<file path="config.mk">
export PLATFORM = sky130hd
export DESIGN_NAME = tdm_demux4
export DESIGN_NICKNAME = d
export VERILOG_FILES = /design/src/rtl/tdm_demux4.sv
export SDC_FILE = /design/constraint.sdc
export NUM_CORES = 1
export LEC_CHECK = 0
export CORE_MARGIN = 2
export CORE_UTILIZATION = 45
export CTS_CLUSTER_SIZE = 14
export DETAILED_ROUTE_END_ITERATION = 10
export PLACE_DENSITY = 0.69
export SYNTH_ARGS = -nofsm -noshare
export SYNTH_HDL_FRONTEND = slang
export SYNTH_SLANG_ARGS = --single-unit
</file>
<file path="constraint.sdc">
create_clock -name clk -period 1.65 [get_ports clk]
set_input_delay 0.165 -clock clk [delete_from_list [all_inputs] [get_ports clk]]
set_output_delay 0.165 -clock clk [all_outputs]
set_load 0.01 [all_outputs]
</file>
<file path="src/rtl/tdm_demux4.sv">
// Receive side of a 4-slot TDM link: aligns to the frame strobe, steers each
// serial bit into its lane and presents whole frames with a one-cycle vld pulse.
module tdm_demux4 #(
  parameter int MISS_MAX = 2
) (
  input  logic       clk,
  input  logic       rst_n,
  input  logic       din,
  input  logic       fs,
  input  logic       en,
  output logic       z0,
  output logic       z1,
  output logic       z2,
  output logic       z3,
  output logic       vld,
  output logic [1:0] sel,
  output logic       locked,
  output logic       sync_err
);

  typedef enum logic {
    HUNT   = 1'b0,
    LOCKED = 1'b1
  } state_t;

  localparam logic [2:0] MISS_LIM = 3'(MISS_MAX);

  state_t     state, state_nxt;
  logic [1:0] slot, slot_nxt;
  logic [2:0] miss, miss_nxt;
  logic [2:0] miss_inc;
  logic [2:0] shadow, shadow_nxt;
  logic [3:0] lanes, lanes_nxt;
  logic       vld_q, vld_nxt;
  logic       serr_q, serr_nxt;

  assign miss_inc = miss + 3'd1;

  always_ff @(posedge clk or negedge rst_n) begin
    if (!rst_n) begin
      state  <= HUNT;
      slot   <= 2'd0;
      miss   <= 3'd0;
      shadow <= 3'd0;
      lanes  <= 4'd0;
      vld_q  <= 1'b0;
      serr_q <= 1'b0;
    end else begin
      state  <= state_nxt;
      slot   <= slot_nxt;
      miss   <= miss_nxt;
      shadow <= shadow_nxt;
      lanes  <= lanes_nxt;
      vld_q  <= vld_nxt;
      serr_q <= serr_nxt;
    end
  end

  always_comb begin
    state_nxt  = state;
    slot_nxt   = slot;
    miss_nxt   = miss;
    shadow_nxt = shadow;
    lanes_nxt  = lanes;
    vld_nxt    = 1'b0;
    serr_nxt   = 1'b0;

    if (en) begin
      case (state)
        HUNT: begin
          if (fs) begin
            shadow_nxt[0] = din;
            slot_nxt      = 2'd1;
            miss_nxt      = 3'd0;
            state_nxt     = LOCKED;
          end
        end

        LOCKED: begin
          if (fs) begin
            // A strobe anywhere but slot 0 restarts the frame at this sample.
            serr_nxt   = (slot != 2'd0);
            shadow_nxt = {2'b00, din};
            slot_nxt   = 2'd1;
            miss_nxt   = 3'd0;
          end else begin
            case (slot)
              2'd0: begin
                if (miss_inc == MISS_LIM) begin
                  state_nxt  = HUNT;
                  slot_nxt   = 2'd0;
                  shadow_nxt = 3'd0;
                  miss_nxt   = 3'd0;
                end else begin
                  shadow_nxt[0] = din;
                  miss_nxt      = miss_inc;
                  slot_nxt      = 2'd1;
                end
              end
              2'd1: begin
                shadow_nxt[1] = din;
                slot_nxt      = 2'd2;
              end
              2'd2: begin
                shadow_nxt[2] = din;
                slot_nxt      = 2'd3;
              end
              default: begin
                lanes_nxt = {din, shadow};
                vld_nxt   = 1'b1;
                slot_nxt  = 2'd0;
              end
            endcase
          end
        end

        default: state_nxt = HUNT;
      endcase
    end
  end

  assign z0       = lanes[0];
  assign z1       = lanes[1];
  assign z2       = lanes[2];
  assign z3       = lanes[3];
  assign vld      = vld_q;
  assign sel      = slot;
  assign locked   = (state == LOCKED);
  assign sync_err = serr_q;

endmodule

</file>
After elaboration in Yosys (flattened, before gate mapping)
Index checks and enable logic that the tools add are counted.
{"block": "totals", "ff_bits": 15, "input_bits": 5, "output_inout_bits": 9, "elab_cells": 59}
{"block": "op_classes", "n_addsub": 1, "eq_ne": 6, "muxes": 30, "n_bitwise": 3, "reduce_logical": 10}
{"operator": "$mux 1", "n": 15}
{"operator": "$mux 3", "n": 5}
{"operator": "$reduce_and 4->1", "n": 3}
{"operator": "$pmux 1 s2", "n": 4}
{"operator": "$mux 2", "n": 3}
{"operator": "$pmux 2 s3", "n": 1}
{"operator": "$pmux 3 s2", "n": 1}
{"operator": "$reduce_bool 3->1", "n": 2}
{"operator": "$pmux 2 s2", "n": 1}
{"operator": "$add 3x1->3 const B", "n": 1}
{"operator": "$eq 3x2->1 const B", "n": 1}
{"operator": "$ne 3x2->1 const B", "n": 1}
{"operator": "$ne 3x3->1 const B", "n": 1}
{"operator": "$not 1->1", "n": 3}
{"operator": "$reduce_and 3->1", "n": 1}
{"operator": "$reduce_or 3->1", "n": 1}
{"operator": "$eq 2x1->1 const B", "n": 1}
{"operator": "$eq 2x2->1 const B", "n": 1}
{"operator": "$logic_not 2->1", "n": 1}
{"operator": "$ne 2x2->1 const B", "n": 1}
{"operator": "$reduce_and 2->1", "n": 1}
{"operator": "$reduce_bool 2->1", "n": 1}

Depth between registers and ports, before layout
{"block": "depth", "word_depth": 6, "depth_mapped": 6, "depth_no_buf": 5}

Least setup slack after synthesis
No wires, ideal clock.
{"block": "synth_path", "path_type": "flip-flop to flip-flop", "from": "register slot[0], in the netlist sel[0]", "to": "register shadow[0]", "setup_time_ns": 0.125, "arrival_time_ns": 1.443, "t_required_ns": 1.525, "setup_slack_ns": 0.083, "stages_incl_launch_ff": 7, "path_buffers": 1, "period_less_slack_ns": 1.567, "cell_sequence": "dfrtp_1 -> inv_1 -> ha_1 -> buf_2 -> a21o_1 -> nand2_1 -> mux2_2"}
{"block": "synth_between", "elab_chain_cells": 3}
{"element": "from (decl)", "line": "29", "text": "logic [1:0] slot, slot_nxt;"}
{"element": "from (signal assigned)", "line": "50", "text": "slot <= slot_nxt;"}
{"element": "$logic_not 2->1", "line": "87", "text": "case (slot)"}
{"element": "$ne 3x2->1 (no line)"}
{"element": "$reduce_and 3->1 (no line)"}
{"element": "to (signal assigned)", "line": "52", "text": "shadow <= shadow_nxt;"}
{"element": "to (decl)", "line": "32", "text": "logic [2:0] shadow, shadow_nxt;"}
Every way passes these cells.
A chain may end at the register's enable or synchronous reset.

Final worst setup path
{"block": "layout_path", "from": "register state, in the netlist locked", "to": "output port locked"}
{"element": "from (decl)", "line": "28", "text": "state_t state, state_nxt;"}
{"element": "from (signal assigned)", "line": "49", "text": "state <= state_nxt;"}
{"element": "to (decl)", "line": "17", "text": "output logic locked,"}
No word-level cell between the ends.

==> results_dict.tcl <==
set metrics [dict create \
    track_usage 0.170 \
    fin_skew_ns 0.000707 \
    crit_cells 1 \
    crit_chain "clkdlybuf4s50_1" \
    syn_area_per_cell_sq_um 10.6 \
    hold_viol 0 \
    leakagePower_nw 0.525 \
    numClockSinks 15 \
    synth_nets 92 \
    max_slew_margin 0.796 \
    path_clk_slew_ns 0.09 \
    period_minus_slack_ns 1.58 \
    cts_hold_buf 0 \
    rsz0062_at_grt "no" \
    clk_path_buf_depth 2 \
    synthMuxAreaShare 0.0945 \
    rr_worst_depth 5 \
    area_delta_synth_final_pct 24.7 \
    synth-simple-area-share 0.132 \
    drive_gt1_frac 0.198 \
    place.gp.congestion 0.844 \
    ctsResizeCount 0 \
    detail_route.wl_per_cell_microns 12.7 \
    crit_slowest_cell "clkdlybuf4s50_1" \
    yosys_warnings 0 \
    antenna_cells 0 \
    start_util 0.488 \
    port_buffers 13 \
    hpwl_mm 1.19 \
    path_buf_inv 1 \
    critPathCaptureType "output port" \
    status "finished, final reports clean" \
    final_cells 126 \
    die_area_sq_um 2280 \
    synth_fa_ha_area_frac 0.0872 \
    synth_edf_count 0 \
    critPathKind "reg2out" \
    ys_seq_area_frac 0.436 \
    nFillCells 165 \
    rr_endpoint "shadow[1]" \
    final_cell_mix "15 x dfrtp_1, 13 x clkdlybuf4s50_1, 10 x inv_1, 7 x buf_4, 6 x ha_1" \
    grt_pass1_vias 586 \
    r2r-start "miss[0]" \
    cap_viol_max_count 0 \
    layout_commonest_cell "dfrtp_1" \
    async_flop_share 1.00 \
    worst-path-max-fanout 10 \
    ir_drop_uv 693 \
    synth_seq_cells 15 \
    cp_data_required_time_ns 1.48 \
    insertion_delay_ns 0.28 \
    netlist_area_sq_um 861 \
    wirelength_mm 1.60 \
    place_inst 122 \
    grt_pass1_wl_mm 2.63 \
    finalSetupViolCount 0 \
    cpPeakStageDelay_ns 0.60 \
    clockRootBuffer "clkbuf_4" \
    path_delay_family "buffers and inverters" \
    drtIter0Drc 6 \
    drc 0 \
    period_share 0.955 \
    synth_top_family_by_area "compound AO/OA/AOI/OAI gates" \
    die_width_microns 47.7 \
    post_cts.repair.setup_buffers 0 \
    design_area_sq_um 1070 \
    max_freq_mhz 634 \
    antenna_found_initial 0 \
    rrSetupSlack_ns 0.14 \
    core-area_sq_um 1760 \
    grt_max_degree 16 \
    synth-xor-area-share 0.0203 \
    drtAntennaViolNets 0 \
    numCtsBuffers 3 \
    synth_cells 81 \
    htreeDepth 1 \
    synth_compound_area_frac 0.153 \
    yosys_most_used_dff "dfrtp_1" \
    die_y_microns 47.7 \
    cts_tree "yes" \
    slew_violations 0 \
    crit_arrival_ns 1.41 \
    placed_area_sq_um 1050 \
    worst_pin_slew_ns 0.307 \
    fin_setup_tns_ns 0 \
    startpoint_type "flip-flop" \
    finalNetCount 113 \
    hold_class "in2async" \
    netlist-cell-type-count 33 \
    placement_rows 15 \
    ios 14 \
    vias 635 \
    power_mw 1.48 \
    dr.pass1.iters 4 \
    powerDensity_nw_per_um2 1380 \
    grt-ovfl-total 0 \
    vias_per_cell 5.04 \
]
[power by group]
group          total (mW)  internal [mW]  switching [mW]  leakage [nW]
logic               0.688          0.375           0.313         0.317
registers           0.588          0.488           0.100         0.191
clock network       0.207         0.0900           0.117        0.0177
total                1.48          0.953           0.530         0.525
[cells by family after synthesis]
group	count (synthesis)
flip-flops	15
XOR/XNOR	2
buffers and inverters	14
multiplexers	6
AO/OA/AOI/OAI	19
adder cells (fa/ha/maj)	6
AND/OR/NAND/NOR	19
[synth_stat cells, types with 2 or more instances]
library cell	number	area share
buf_2	2	0.012
nor2_1	2	0.0087
nor3_1	2	0.012
mux2_4	4	0.070
a21oi_1	2	0.012
a31oi_1	2	0.015
ha_1	6	0.087
nand2_1	5	0.022
o211ai_1	4	0.035
nand3_1	2	0.012
dfrtp_1	15	0.44
o21ai_0	4	0.023
a211o_1	2	0.020
inv_1	10	0.044
[metrics by stage]
stage          utilization  hold WS [ns]  setup WS [ns]
6_report             0.609         0.191         0.0737
5_1_grt              0.609         0.188         0.0153
4_1_cts              0.609         0.185         0.0691
3_5_place_dp         0.593         0.493          0.165
3_3_place_gp         0.593         0.495          0.181
2_1_floorplan            -        -0.131         0.0828
[state kept, by name (all words and copies together) (netlist names)]
register	count
miss	3
vld	1
shadow	3
lanes	4
locked	1
sel	2
sync_err	1
[per-layer routing]
metal  wire (microns)  track usage
met4               12       0.0595
met1              784        0.209
met2              716        0.261
met5                0            0
met3               84       0.0792
[cell type report]
class                      count  area, sq um  area share
timing repair buffer          20          183       0.170
sequential                    15          375       0.350
multi-input combinational     52          419       0.390
clock inverter                 1         5.00     0.00466
inverter                      10         37.5      0.0350
clock buffer                   3         22.5      0.0210
tap                           25         31.3      0.0291
[how the worst max path moves through the flow]
stage | from | end | slack, ns
floorplan | sel[0] | shadow[0] | 0.08
global placement | miss[0] | shadow[1] | 0.18
detailed placement | fs | lanes[2] | 0.16
CTS | locked | locked | 0.07
global route | locked | locked | 0.02
finish | locked | locked | 0.07
(Power assumes the default switching activity.)
==> RTL edit 1, RTL diff (same settings) <==
Add an input register stage for `din`, `fs` and `en`, with the module's reset; this delays them by one clock.
--- a/src/rtl/tdm_demux4.sv
+++ b/src/rtl/tdm_demux4.sv
@@ -24,6 +24,22 @@
   } state_t;
 
   localparam logic [2:0] MISS_LIM = 3'(MISS_MAX);
+
+  logic din_q;
+  logic fs_q;
+  logic en_q;
+
+  always_ff @(posedge clk or negedge rst_n) begin
+    if (!rst_n) begin
+      din_q <= '0;
+      fs_q  <= '0;
+      en_q  <= '0;
+    end else begin
+      din_q <= din;
+      fs_q  <= fs;
+      en_q  <= en;
+    end
+  end
 
   state_t     state, state_nxt;
   logic [1:0] slot, slot_nxt;
@@ -65,11 +81,11 @@
     vld_nxt    = 1'b0;
     serr_nxt   = 1'b0;
 
-    if (en) begin
+    if (en_q) begin
       case (state)
         HUNT: begin
-          if (fs) begin
-            shadow_nxt[0] = din;
+          if (fs_q) begin
+            shadow_nxt[0] = din_q;
             slot_nxt      = 2'd1;
             miss_nxt      = 3'd0;
             state_nxt     = LOCKED;
@@ -77,10 +93,10 @@
         end
 
         LOCKED: begin
-          if (fs) begin
+          if (fs_q) begin
             // A strobe anywhere but slot 0 restarts the frame at this sample.
             serr_nxt   = (slot != 2'd0);
-            shadow_nxt = {2'b00, din};
+            shadow_nxt = {2'b00, din_q};
             slot_nxt   = 2'd1;
             miss_nxt   = 3'd0;
           end else begin
@@ -92,21 +108,21 @@
                   shadow_nxt = 3'd0;
                   miss_nxt   = 3'd0;
                 end else begin
-                  shadow_nxt[0] = din;
+                  shadow_nxt[0] = din_q;
                   miss_nxt      = miss_inc;
                   slot_nxt      = 2'd1;
                 end
               end
               2'd1: begin
-                shadow_nxt[1] = din;
+                shadow_nxt[1] = din_q;
                 slot_nxt      = 2'd2;
               end
               2'd2: begin
-                shadow_nxt[2] = din;
+                shadow_nxt[2] = din_q;
                 slot_nxt      = 2'd3;
               end
               default: begin
-                lanes_nxt = {din, shadow};
+                lanes_nxt = {din_q, shadow};
                 vld_nxt   = 1'b1;
                 slot_nxt  = 2'd0;
               end
Behaviour: not the same (Yosys sat finds a counterexample within 4 cycles, from zero or initial values and one cycle with rst_n low).
==> RTL edit 1 against the original RTL <==
  * Sequential cell count up 3
  * Clock power up 29%
  * Worst setup slack better by 79 ps
  * Highest routed layer unchanged
  * Final area up 4.9%
  * Synthesized area up 5.8%
  * Wire length down 0.38%
  * Largest power group unchanged
  * Total power up 11%
==> RTL edit 1: results (changes against the original RTL) <==
* Status: finished, final reports clean (unchanged)
* Fin nets at 110 (was 113)
* Static Leak at 0.552 nW (was 0.525 nW)
* Syn Area/Cell at 11.5 µm² (was 10.6 µm²)
* CTS Buf Count at 3 (unchanged)
* Non-Filler Instances at 125 (was 126)
* Placed insts at 121 (was 122)
* Post-synth top cells: dfrtp_1, nand2_1, ha_1, inv_1 (was dfrtp_1, inv_1, ha_1, nand2_1)
* Placed Area at 1090 µm² (was 1050 µm²)
* Synth top area cells: dfrtp_1, ha_1, mux2_4 (unchanged)
* Setup Buffers After CTS at 0 (unchanged)
* Routed WL per cell at 12.7 µm (about the same)
* Diode count at 0 (unchanged)
* Critical Path AT at 1710 ps (was 1410 ps)
* Worst Clk Skew at 5.83 ps (was 0.707 ps)
* Fraction of layout cells with a size suffix above 1 at 0.255 (was 0.198)
* Synth Area in Adders at 0.0824 (was 0.0872)
* Unique masters post-synth at 29 (was 33)
* Post-synthesis sequential area ratio at 0.495 (was 0.436)
* CTS tree: done (unchanged)
* Ys Warns at 0 (unchanged)
* Htree depth at 1 (unchanged)
* Mux cell area share after synthesis at 0.0907 (was 0.0945)
* Clock root buffer: clkbuf_4 (unchanged)
* Vias per inst at 5.20 (was 5.04)
* Routability cong. at 0.840 (was 0.844)
* Initial antenna violation count at 0 (unchanged)
* First drt pass iteration count at 5 (was 4)
* Total GRT Usage at 0.155 (was 0.170)
* Worst Max-Slew Pin Slew at 319 ps (was 307 ps)
* XOR/XNOR share of the synthesized area at 0.0179 (was 0.0203)
* Final HPWL DP at 1260 µm (was 1190 µm)
* PortBufs at 13 (unchanged)
* Number of global-route vias before repair at 648 (was 586)
* Synth Net Count at 90 (was 92)
* Main flop type after synthesis: dfrtp_1 (unchanged)
* Worst Hold Class: input pin to async pin (unchanged)
* 1st-iter DRT viols at 7 (was 6)
* Largest net degree at the start of global routing at 19 (was 16)
* Die area at 2400 µm² (was 2280 µm²)
* First-pass GRT wire length at 2810 µm (was 2630 µm)
* Biggest registers after layout: lanes: 4 flops, miss: 3 flops, shadow: 3 flops (unchanged)
* Crit path max fanout at 5 (was 10)
* FFs w/ async S/R, synth at 1.00 (unchanged)
* Maximum vdd ir drop at 0.633 mV (was 0.693 mV)
* Worst skew pair latency at between 200 and 300 ps
* CTS max path bufs at 2 (unchanged)
* Clock slew at reported path FFs at roughly 100 ps
* Post-synthesis compound-gate area fraction at 0.103 (was 0.153)
[RTL edit 1: layer usage]
layer  track usage  wire (µm)  part of all wire  up-vias
met5             0          0                 0        -
met4        0.0714         27             0.017        0
met3        0.0521        125             0.079        5
met2         0.249        756              0.47       37
met1         0.188        682              0.43      297
li1              -          -                 -      311
[RTL edit 1: kinds of logic (layout without fill, tap and decap cells)]
group | after synthesis | after routing
simple gates | 26 | 26
flops | 18 | 18
compound gates | 13 | 13
buf+inv | 9 | 28
fa+ha+maj | 6 | 6
mux | 6 | 6
xor+xnor | 1 | 1
[RTL edit 1: final timing paths]
kind / end / slack (ps) / start / cells past startpoint
setup / recovery: miss[0] / 150 / sel[1] / 6
hold / removal: shadow[1] / 200 / rst_n / 2
setup reg to reg: miss[0] / 150 / sel[1] / 6
hold reg to reg: shadow[0] / 480 / shadow[0] / 2
max in group asynchronous: miss[1] / 1260 / rst_n / 2
min in group clk: fs_q / 300 / fs / 1
[RTL edit 1: cell type report]
type	count	area [µm²]
fillers	170	816
flip-flops and latches	18	450
multi-input cells	52	419
repair buffers	17	160
clock buffers	4	36.3
well taps	27	33.8
inverters	7	26.3
[RTL edit 1: what timing repair did]
item,in CTS,in global routing
gates resized for setup,0,1
setup endpoints to repair,0,2
hold buffers,0,0
[RTL edit 1: critical path, cell delays in order, from the launching register on]
cell and delay [ps]:
dfrtp_1 430, inv_1 130, ha_1 190, and2_2 170, nand2_1 100, mux2_2 270
o22ai_1 120
[RTL edit 1: power by group]
group / switching (W) / internal (W) / total [W] / leakage (nW)
registers: 0.000107 / 0.000569 / 0.000675 / 0.226
logic: 0.000310 / 0.000394 / 0.000705 / 0.305
clock network: 0.000134 / 0.000134 / 0.000268 / 0.0210
[RTL edit 1: stage by stage]
step | setup slack [ps] | hold slack [ps]
2_1_floorplan | 172 | -131
6_report | 153 | 196
4_1_cts | 134 | 197
3_5_place_dp | 166 | 470
3_3_place_gp | 175 | 464
5_1_grt | 36.3 | 222
==> RTL edit 2, RTL diff (same settings) <==
Without the edit above. Reset style: synchronous (`rst_n`), changed in one clocked block.
--- a/src/rtl/tdm_demux4.sv
+++ b/src/rtl/tdm_demux4.sv
@@ -36,7 +36,7 @@
 
   assign miss_inc = miss + 3'd1;
 
-  always_ff @(posedge clk or negedge rst_n) begin
+  always_ff @(posedge clk) begin
     if (!rst_n) begin
       state  <= HUNT;
       slot   <= 2'd0;
Function: differs if rst_n is asserted again (counterexample within 4 cycles, from zero or initial values and one cycle with rst_n low); with rst_n held inactive, the same outputs for 10 cycles.
==> RTL edit 2 against the original RTL <==
  * Global-route usage up 1.3 points
  * Worst setup slack better by 74 ps
  * Sequential cell count unchanged
  * Sequential share of layout area down 5.3 points
  * Die area down 3.1%
  * Final area down 5.2%
  * Wire length up 5.8%
  * Synthesized area down 3.3%
  * Synthesized cell count up 17%
Power is not compared: it rests on default switching activity, and its combinational part moved more than twofold at a synthesized area within 25%.
==> RTL edit 2: results (changes against the original RTL) <==
* Biggest registers after layout: lanes: 4 flops, miss: 3 flops, shadow: 3 flops (unchanged)
* Number of global-route vias before repair at 605 (was 586)
* DR top layer: met4 (unchanged)
* Fin nets at 121 (was 113)
* Synth Net Count at 106 (was 92)
* First-pass GRT wire length at 2790 µm (was 2630 µm)
* R2r endpoint: miss[0] (was shadow[1])
* Ys Warns at 0 (unchanged)
* First drt pass iteration count at 4 (unchanged)
* Maximum vdd ir drop at roughly 0.32 mV
* R2R Setup Slk at 180 ps (was 140 ps)
* Unique masters post-synth at 33 (unchanged)
* Fraction of layout cells with a size suffix above 1 at 0.119 (was 0.198)
* Worst skew pair latency at 300 ps (was 280 ps)
* Max-cap violations at 0 (unchanged)
* Clock slew at reported path FFs at 100 ps
* M1 WL at 837 µm (was 784 µm)
* 1st-iter DRT viols at 26 (was 6)
* Total GRT Usage at 0.183 (was 0.170)
* Hold-fix buffers, CTS at 0 (unchanged)
* CTS Buf Count at 3 (unchanged)
* PortBufs at 13 (unchanged)
* Placed Area at 988 µm² (was 1050 µm²)
* Routed WL per cell at 12.6 µm (was 12.7 µm)
* Critical Path AT at 1340 ps (was 1410 ps)
* Final hold slack at 456 ps (was 191 ps)
* Status: finished, final reports clean (unchanged)
* CP top delay family: buffers and inverters (unchanged)
* WL met3 at 62 µm (was 84 µm)
* Post-synth EDFFs at 0 (unchanged)
* Post-CTS sizing at 0 (unchanged)
* Diode count at 0 (unchanged)
* CP peak stage delay at 580 ps (was 600 ps)
* FFs w/ async S/R, synth at 0 (was 1.00)
* Post-synthesis sequential area ratio at 0.361 (was 0.436)
* Synth top area cells: dfxtp_1, ha_1, a21boi_1 (was dfrtp_1, ha_1, mux2_4)
* CP max stage cell: clkdlybuf4s50_1 (unchanged)
* Crit path max fanout at 13 (was 10)
* # fillers at 180 (was 165)
* Hold_sp: lanes[3]
* Worst Hold Class: flop to flop (was input pin to async pin)
* Final HPWL DP at 1250 µm (was 1190 µm)
* Via count at 746 (was 635)
* Worst Max-Slew Pin Slew at 356 ps (was 307 ps)
* Static Leak at 0.377 nW
* Initial antenna violation count at 0 (unchanged)
* Setup Buffers After CTS at 0 (unchanged)
* Reg2Reg Depth at 5 (unchanged)
* Routed length on met2 at 751 µm (was 716 µm)
* Routability cong. at 0.790 (was 0.844)
* Largest net degree at the start of global routing at 14 (was 16)
* Worst Hold Endpoint: lanes[3]
* Clock root buffer: clkbuf_4 (unchanged)
* Post-synth top cells: dfxtp_1, nand2_1, a21boi_1, buf_2, inv_1 (was dfrtp_1, inv_1, ha_1, nand2_1)
* CTS max path bufs at 2 (unchanged)
* RR Startpoint: sel[0] (was miss[0])
* Worst Clk Skew at 17.7 ps (was 0.707 ps)
==> RTL edit 2: cell types whose count changed in the layout (fill, tap and decap cells not counted), sizes merged, moves of 2 or more <==
cell,delta
nand3,+4
a211o,-2
inv,-3
nand2,+3
a21boi,+8
dfrtp,-15
buf,-3
dfxtp,+15
nor2,-2
mux2,-5
nand4,+4
==> RTL edit 2: worst max path at each step <==
| stage | slack (ps) | to | from |
|---|---|---|---|
| after global placement | 210 | shadow[1] | fs |
| after CTS | 20 | locked | locked |
| after global routing | 80 | shadow[2] | sel[1] |
| after floorplan | 320 | miss[0] | sel[0] |
| final | 150 | locked | locked |
| after detailed placement | 170 | shadow[2] | fs |
==> RTL edit 2: kinds of logic after synthesis <==
logic type / after synthesis / synth area share
flops: 15 / 0.361
compound gates: 28 / 0.245
fa+ha+maj: 6 / 0.0902
simple gates: 30 / 0.200
buf+inv: 14 / 0.0737
xor+xnor: 2 / 0.0301
==> RTL edit 2: area by class of cell <==
class                      instances  area [µm²]  area share
tap                               25        31.3      0.0308
timing repair buffer              17         160       0.157
multi-input combinational         66         470       0.462
clock inverter                     1        5.00     0.00492
sequential                        15         302       0.296
inverter                           7        26.3      0.0258
clock buffer                       3        22.5      0.0221
==> RTL edit 2: power by group <==
| part | switching [W] | internal, W |
|---|---|---|
| clock | 0.000128 | 0.0000903 |
| combinational | 0.0000482 | 0.0000455 |
| sequential | 0.00000992 | 0.000368 |
==> RTL edit 2: stage by stage <==
step                      power (W)  setup WS, ps  std cells
after floorplan            0.000445           315         95
after global placement     0.000478           213        130
after detailed placement   0.000479           166        130
after CTS                  0.000692          18.9        134
after global routing       0.000722          76.3        134
final                      0.000690           148        134
==> RTL edit 2: per-layer routing <==
| metal | track usage | vias to the layer above |
|---|---|---|
| met5 | 0 | - |
| met4 | 0.106 | 0 |
| met3 | 0.0346 | 4 |
| met2 | 0.260 | 19 |
| met1 | 0.256 | 352 |
| li1 | - | 371 |
